[src/rtl/jkff_bank_sequencer_if.sv]
// Command bus between a host and the JK bank sequencer: the valid/ready
// command handshake, the abort request and the completion/status flags.
interface jkff_bank_sequencer_if #(
  parameter int WIDTH = 8,
  parameter int CNT_W = 8
) ();

  logic             cmd_valid;
  logic             cmd_ready;
  logic [2:0]       cmd_op;
  logic [WIDTH-1:0] cmd_data;
  logic [CNT_W-1:0] cmd_count;
  logic             abort;
  logic             busy;
  logic             done;
  logic             err;
  logic             aborted;

  // Host side: issues commands and observes status.
  modport master (
    output cmd_valid, cmd_op, cmd_data, cmd_count, abort,
    input  cmd_ready, busy, done, err, aborted
  );

  // Sequencer side: accepts commands and reports status.
  modport slave (
    input  cmd_valid, cmd_op, cmd_data, cmd_count, abort,
    output cmd_ready, busy, done, err, aborted
  );

endinterface

[src/rtl/jkff_bank_sequencer.sv]
// JK bank sequencer: turns register-level commands (clear, set, load,
// toggle, count) into per-bit J/K excitation for an external bank of JK
// flip-flops that shares Clock, and reads the bank back through q_in to
// chain multi-step count sequences. J/K are only nonzero in APPLY.
module jkff_bank_sequencer #(
  parameter int WIDTH = 8,
  parameter int CNT_W = 8
) (
  input  logic                    Clock,
  input  logic                    reset,
  jkff_bank_sequencer_if.slave    cmd,
  input  logic [WIDTH-1:0]        q_in,
  output logic [WIDTH-1:0]        j_out,
  output logic [WIDTH-1:0]        k_out
);

  localparam logic [2:0] OP_NOP     = 3'b000;
  localparam logic [2:0] OP_CLEAR   = 3'b001;
  localparam logic [2:0] OP_SETALL  = 3'b010;
  localparam logic [2:0] OP_LOAD    = 3'b011;
  localparam logic [2:0] OP_TOGGLE  = 3'b100;
  localparam logic [2:0] OP_CNT_UP  = 3'b101;
  localparam logic [2:0] OP_CNT_DN  = 3'b110;
  localparam logic [2:0] OP_RSVD    = 3'b111;

  typedef enum logic [1:0] {
    ST_IDLE   = 2'd0,
    ST_APPLY  = 2'd1,
    ST_SETTLE = 2'd2,
    ST_DONE   = 2'd3
  } state_t;

  // True for the two opcodes that run a multi-step count sequence.
  function automatic logic is_count(input logic [2:0] op);
    return (op == OP_CNT_UP) || (op == OP_CNT_DN);
  endfunction

  // J/K excitation for one step of an opcode. Counting uses the classic
  // ripple-toggle terms: bit i toggles when all lower bits are 1 (up) or
  // all lower bits are 0 (down). Returns {j, k}.
  function automatic logic [2*WIDTH-1:0] jk_pattern(
    input logic [2:0]       op,
    input logic [WIDTH-1:0] data,
    input logic [WIDTH-1:0] q
  );
    logic [WIDTH-1:0] t_up;
    logic [WIDTH-1:0] t_dn;
    logic [WIDTH-1:0] j;
    logic [WIDTH-1:0] k;
    t_up[0] = 1'b1;
    t_dn[0] = 1'b1;
    for (int i = 1; i < WIDTH; i++) begin
      t_up[i] = t_up[i-1] & q[i-1];
      t_dn[i] = t_dn[i-1] & ~q[i-1];
    end
    case (op)
      OP_CLEAR: begin
        j = {WIDTH{1'b0}};
        k = {WIDTH{1'b1}};
      end
      OP_SETALL: begin
        j = {WIDTH{1'b1}};
        k = {WIDTH{1'b0}};
      end
      OP_LOAD: begin
        j = data;
        k = ~data;
      end
      OP_TOGGLE: begin
        j = data;
        k = data;
      end
      OP_CNT_UP: begin
        j = t_up;
        k = t_up;
      end
      OP_CNT_DN: begin
        j = t_dn;
        k = t_dn;
      end
      default: begin
        j = {WIDTH{1'b0}};
        k = {WIDTH{1'b0}};
      end
    endcase
    return {j, k};
  endfunction

  state_t           state_r;
  state_t           state_s;
  logic [2:0]       op_r;
  logic [2:0]       op_s;
  logic [CNT_W-1:0] cnt_r;
  logic [CNT_W-1:0] cnt_s;
  logic [WIDTH-1:0] j_r;
  logic [WIDTH-1:0] j_s;
  logic [WIDTH-1:0] k_r;
  logic [WIDTH-1:0] k_s;
  logic             err_r;
  logic             err_s;
  logic             aborted_r;
  logic             aborted_s;
  logic             done_r;
  logic             busy_r;
  logic             ready_r;

  // Next-state, next J/K pattern, step counter and status flags.
  always_comb begin
    state_s   = state_r;
    op_s      = op_r;
    cnt_s     = cnt_r;
    j_s       = {WIDTH{1'b0}};
    k_s       = {WIDTH{1'b0}};
    err_s     = err_r;
    aborted_s = aborted_r;
    case (state_r)
      ST_IDLE: begin
        if (cmd.cmd_valid && ready_r) begin
          op_s      = cmd.cmd_op;
          err_s     = 1'b0;
          aborted_s = 1'b0;
          if (is_count(cmd.cmd_op)) begin
            cnt_s = cmd.cmd_count;
          end else begin
            cnt_s = {CNT_W{1'b0}};
          end
          if ((cmd.cmd_op == OP_NOP) || (cmd.cmd_op == OP_RSVD) ||
              (is_count(cmd.cmd_op) && (cmd.cmd_count == {CNT_W{1'b0}}))) begin
            // Nothing to drive: complete immediately.
            state_s = ST_DONE;
            err_s   = (cmd.cmd_op == OP_RSVD);
          end else begin
            {j_s, k_s} = jk_pattern(cmd.cmd_op, cmd.cmd_data, q_in);
            state_s    = ST_APPLY;
          end
        end else begin
          state_s = ST_IDLE;
        end
      end
      ST_APPLY: begin
        // The bank samples the current pattern on this edge regardless of abort.
        if (is_count(op_r)) begin
          cnt_s = cnt_r - {{(CNT_W-1){1'b0}}, 1'b1};
        end else begin
          cnt_s = cnt_r;
        end
        if (cmd.abort) begin
          state_s   = ST_DONE;
          aborted_s = 1'b1;
        end else begin
          state_s = ST_SETTLE;
        end
      end
      ST_SETTLE: begin
        if (cmd.abort) begin
          state_s   = ST_DONE;
          aborted_s = 1'b1;
        end else if (is_count(op_r) && (cnt_r != {CNT_W{1'b0}})) begin
          // q_in now holds the post-step value; derive the next step from it.
          {j_s, k_s} = jk_pattern(op_r, {WIDTH{1'b0}}, q_in);
          state_s    = ST_APPLY;
        end else begin
          state_s = ST_DONE;
        end
      end
      ST_DONE: begin
        state_s = ST_IDLE;
      end
      default: begin
        state_s = ST_IDLE;
      end
    endcase
  end

  // State, working registers and registered outputs.
  always_ff @(posedge Clock or negedge reset) begin
    if (!reset) begin
      state_r   <= ST_IDLE;
      op_r      <= 3'b000;
      cnt_r     <= {CNT_W{1'b0}};
      j_r       <= {WIDTH{1'b0}};
      k_r       <= {WIDTH{1'b0}};
      err_r     <= 1'b0;
      aborted_r <= 1'b0;
      done_r    <= 1'b0;
      busy_r    <= 1'b0;
      ready_r   <= 1'b1;
    end else begin
      state_r   <= state_s;
      op_r      <= op_s;
      cnt_r     <= cnt_s;
      j_r       <= j_s;
      k_r       <= k_s;
      err_r     <= err_s;
      aborted_r <= aborted_s;
      done_r    <= (state_s == ST_DONE);
      busy_r    <= (state_s != ST_IDLE);
      ready_r   <= (state_s == ST_IDLE);
    end
  end

  assign j_out         = j_r;
  assign k_out         = k_r;
  assign cmd.cmd_ready = ready_r;
  assign cmd.busy      = busy_r;
  assign cmd.done      = done_r;
  assign cmd.err       = err_r;
  assign cmd.aborted   = aborted_r;

endmodule
[src/flat_wrapper.sv]
// flat-port wrapper written by rule: the top's interface ports become plain ports
module jkff_bank_sequencer_flat 
#(
  parameter int WIDTH = 8,
  parameter int CNT_W = 8
)
  (Clock, reset, q_in, j_out, k_out, cmd_cmd_valid, cmd_cmd_op, cmd_cmd_data, cmd_cmd_count, cmd_abort, cmd_cmd_ready, cmd_busy, cmd_done, cmd_err, cmd_aborted);
  jkff_bank_sequencer_if #(.WIDTH(WIDTH), .CNT_W(CNT_W)) cmd_i ();
  input  logic Clock;
  input  logic reset;
  input  logic [WIDTH-1:0] q_in;
  output logic [WIDTH-1:0] j_out;
  output logic [WIDTH-1:0] k_out;
  input wire logic [$bits(cmd_i.cmd_valid)-1:0] cmd_cmd_valid;
  input wire logic [$bits(cmd_i.cmd_op)-1:0] cmd_cmd_op;
  input wire logic [$bits(cmd_i.cmd_data)-1:0] cmd_cmd_data;
  input wire logic [$bits(cmd_i.cmd_count)-1:0] cmd_cmd_count;
  input wire logic [$bits(cmd_i.abort)-1:0] cmd_abort;
  output wire logic [$bits(cmd_i.cmd_ready)-1:0] cmd_cmd_ready;
  output wire logic [$bits(cmd_i.busy)-1:0] cmd_busy;
  output wire logic [$bits(cmd_i.done)-1:0] cmd_done;
  output wire logic [$bits(cmd_i.err)-1:0] cmd_err;
  output wire logic [$bits(cmd_i.aborted)-1:0] cmd_aborted;
  assign cmd_i.cmd_valid = cmd_cmd_valid;
  assign cmd_i.cmd_op = cmd_cmd_op;
  assign cmd_i.cmd_data = cmd_cmd_data;
  assign cmd_i.cmd_count = cmd_cmd_count;
  assign cmd_i.abort = cmd_abort;
  assign cmd_cmd_ready = cmd_i.cmd_ready;
  assign cmd_busy = cmd_i.busy;
  assign cmd_done = cmd_i.done;
  assign cmd_err = cmd_i.err;
  assign cmd_aborted = cmd_i.aborted;
  jkff_bank_sequencer #(.WIDTH(WIDTH), .CNT_W(CNT_W)) u_core (.Clock(Clock), .reset(reset), .cmd(cmd_i), .q_in(q_in), .j_out(j_out), .k_out(k_out));
endmodule
[config.mk]
export PLATFORM = sky130hd
export DESIGN_NAME = jkff_bank_sequencer_flat
export DESIGN_NICKNAME = d
export VERILOG_FILES = /design/src/rtl/jkff_bank_sequencer_if.sv /design/src/rtl/jkff_bank_sequencer.sv /design/src/flat_wrapper.sv
export SDC_FILE = /design/constraint.sdc
export NUM_CORES = 1
export LEC_CHECK = 0
export CELL_PAD_IN_SITES_DETAIL_PLACEMENT = 1
export CELL_PAD_IN_SITES_GLOBAL_PLACEMENT = 2
export CORE_MARGIN = 2
export CORE_UTILIZATION = 30
export CTS_CLUSTER_SIZE = 12
export DETAILED_ROUTE_END_ITERATION = 10
export GPL_ROUTABILITY_DRIVEN = 0
export PLACE_DENSITY_LB_ADDON = 0.1
export SYNTH_ARGS = -nofsm -noshare
export SYNTH_HDL_FRONTEND = slang
export SYNTH_SLANG_ARGS = --single-unit
export TNS_END_PERCENT = 1
[constraint.sdc]
create_clock -name Clock -period 2.9 [get_ports Clock]
set_clock_uncertainty 0.1 [all_clocks]
set_input_delay 0.58 -clock Clock [delete_from_list [all_inputs] [get_ports Clock]]
set_output_delay 0.58 -clock Clock [all_outputs]
set_load 0.01 [all_outputs]
==> impl_metrics.env <==
export IMPL_setup_total_negative_slack_ns=0
export IMPL_synthesis_instances=278
export IMPL_irDropWorstVdd_uv=252
export IMPL_start_kind="input port"
export IMPL_root_buffer_selected_by_cts="clkbuf_8"
export IMPL_gr_usage_all_layers_pct=18.6
export IMPL_power_per_cell_area_nw_per_um2=704
export IMPL_detail_route_iter0_violations=92
export IMPL_area_growth_syn_to_layout_pct=34.3
export IMPL_leakage_nw=1.28
export IMPL_crit_fanout=8
export IMPL_first_global_vias=2401
export IMPL_worstSkewPairLatency_ns=0.29
export IMPL_post_cts_resized_instances=0
export IMPL_post_cts_hold_buffer_count=0
export IMPL_totalWireLength_um=7590
export IMPL_synth_warning_count=0
export IMPL_start_util_pct=30.7
export IMPL_synth_top_flop_cell="dfrtp_1"
export IMPL_placementRows=32
export IMPL_crit_required_ns=3.01
export IMPL_maximum_number_of_pins_on_one_net_before_global_route_repair=35
export IMPL_report_final_slew_viol_count=0
export IMPL_globalRoute_totalOverflow=0
export IMPL_setup_violations_final=0
export IMPL_placeableCoreArea_um2=7650
export IMPL_net_count_after_synthesis=314
export IMPL_vias=2388
export IMPL_clk_transition_reported_paths_ns=0.07
export IMPL_ys_async_sr_fraction_pct=100
export IMPL_postSynthRegisterBits=34
export IMPL_nets=374
export IMPL_hold_worst_slack_ns=0.404
export IMPL_cts_made_buffers=5
export IMPL_grt_setup_unrepaired="no"
export IMPL_fp_dieH_um=92.4
export IMPL_worstMarginPinSlew_ns=1.03
export IMPL_power_switching_w=0.000907
export IMPL_avgSynthCellArea_um2=8.44
export IMPL_final_common_cell="clkdlybuf4s50_1"
export IMPL_final_fill_count=929
export IMPL_reg2reg_depth=5
export IMPL_outcome="complete, no violations"
export IMPL_dr_drc_count=0
export IMPL_maxCapViolCount=0
export IMPL_final_min_period_over_clock_period_pct=83.9
export IMPL_yosys_cell_types_count=53
export IMPL_max_transition_margin_pct=31.0
export IMPL_floorplan_die_area_um2=8540
export IMPL_timing_fmax_ghz=0.411
export IMPL_power_combinational_fraction_pct=50.4
export IMPL_p_int_w=0.00131
export IMPL_worst_setup_path_end_kind="register"
export IMPL_antenna_violating_nets_post_route=0
export IMPL_report_final_hold_viol_count=0
export IMPL_first_pass_iters=4
export IMPL_grt_antenna_before_repair=0
export IMPL_synthesis_area_um2=2350
export IMPL_top_level_ports=52
export IMPL_place_detailed_hpwl_um=5630
export IMPL_post_drt_via_cell_ratio=5.41
export IMPL_synth_sequential_area_ratio_pct=36.3
export IMPL_cts_post_setup_buffers_inserted=0
export IMPL_grt_first_pass_wirelength_um=12500
export IMPL_clock_tree_buffer_depth=2
export IMPL_layout_common_cells="50 x clkdlybuf4s50_1, 33 x dfrtp_1, 21 x a21oi_1, 21 x buf_4, 18 x o21ai_0"
export IMPL_timing_worst_setup_path_type="input port to register"
export IMPL_switching_share_pct=40.9
export IMPL_floorplan_die_width_um=92.4
export IMPL_pwr_share_seq_pct=32.8
export IMPL_number_of_enable_flip_flop_cells_after_synthesis=0
export IMPL_power_frac_clock_pct=16.9
export IMPL_tightest_hold_check_type="register to register"
export IMPL_cp_data_arrival_time_ns=2.54
export IMPL_drive_above_1_share_pct=10.3
export IMPL_antenna_cell_count=0
export IMPL_tritoncts="yes"
export IMPL_finalWorstPathRequiredPeriod_ns=2.43
export IMPL_post_drt_wl_per_cell_um=17.2
export IMPL_cts_sink_count=34
export IMPL_port_buffer_count=50
export IMPL_cts_htree_levels=2
export IMPL_holdPathStages=1
area by class of cell:
class	count	area (um2)	area share, %
clock buffers	7	86.3	2.74
clock inverters	1	5.00	0.159
inverters	15	56.3	1.79
multi-input cells	211	1370	43.4
flip-flops and latches	34	852	27.0
well taps	102	128	4.05
repair buffers	71	658	20.9
through the flow:
step	util, %	area, um2	total power (W)	setup slack (ns)	instances
6_report	41.2	3150	0.00222	0.467	441
5_1_grt	41.2	3150	0.00241	0.337	441
4_1_cts	41.2	3150	0.00224	0.495	441
3_5_place_dp	40.0	3060	0.00186	0.186	433
3_3_place_gp	40.0	3060	0.00184	0.186	433
2_1_floorplan	-	2350	0.00141	0.682	278
sequential cells by signal, indices dropped and copies added (netlist names), 2 cells and up:
register	cells
u_core.cnt_r	8
u_core.j_out	8
u_core.k_out	8
u_core.op_r	3
u_core.state_r	2
routing by layer:
metal	wire [um]	part of all wire (%)	track usage, %
met5	0	0	0
met4	74	0.98	4.23
met3	235	3.1	2.85
met2	3340	44	28.6
met1	3930	52	27.4
power by group through the flow:
stage          combinational, W  clock (W)  sequential [W]
2_1_floorplan          0.000699          0        0.000709
3_3_place_gp            0.00111          0        0.000735
3_5_place_dp            0.00112          0        0.000737
4_1_cts                 0.00113   0.000385        0.000728
5_1_grt                 0.00125   0.000411        0.000747
6_report                0.00112   0.000375        0.000726
final timing paths:
| check | start | end | slack (ns) |
|---|---|---|---|
| max in group asynchronous | reset | u_core.cmd.cmd_ready | 1.74 |
| max | cmd_cmd_op[1] | u_core.cnt_r[4] | 0.47 |
| max reg2reg | u_core.cnt_r[3] | u_core.j_out[5] | 0.49 |
| min | u_core.cnt_r[6] | u_core.cnt_r[6] | 0.40 |
| min reg2reg | u_core.cnt_r[6] | u_core.cnt_r[6] | 0.40 |
| min in group asynchronous | reset | u_core.k_out[3] | 0.62 |
logic make-up (layout without fill, tap and decap cells):
kind of cell / count (synthesis) / in the layout / share of synthesized area [%]
AO/OA/AOI/OAI: 99 / 99 / 27.8
AND/OR/NAND/NOR: 96 / 96 / 23.0
multiplexers: 9 / 9 / 4.00
adder cells (fa/ha/maj): 5 / 5 / 2.67
XOR/XNOR: 2 / 2 / 0.747
flip-flops: 34 / 34 / 36.3
buffers and inverters: 33 / 94 / 5.44
Yosys cell counts, drive strengths merged (2+ instances only):
cell type,number,share of area (%)
dfrtp,33,35
a21oi,21,4.5
o21ai,21,4.5
clkbuf,15,2.4
inv,15,2.4
nand2,15,2.4
nand3,14,3.0
nor3,13,2.8
o22ai,12,3.2
nor2,11,1.8
nand2b,10,2.7
o2bb2ai,7,2.6
a22oi,6,1.9
mux2i,6,2.6
nor4,6,1.6
ha,5,2.7
a21o,4,1.3
a2bb2oi,4,1.5
nand3b,4,1.3
nor2b,4,1.1
o31ai,4,1.3
or3,4,1.1
a211oi,3,0.96
and2,3,0.80
buf,3,0.64
mux2,3,1.4
o32ai,3,1.1
a22o,2,0.75
a32oi,2,0.75
nand4,2,0.53
o2111ai,2,0.75
or4,2,0.80
or4bb,2,0.96
xnor2,2,0.75
worst max-delay path: stages:
cell and delay, ns:
clkdlybuf4s50_1 0.58, xnor2_1 0.20, nor3_1 0.79, a22oi_1 0.20, o2bb2ai_1 0.18
(Power assumes the default switching activity.)
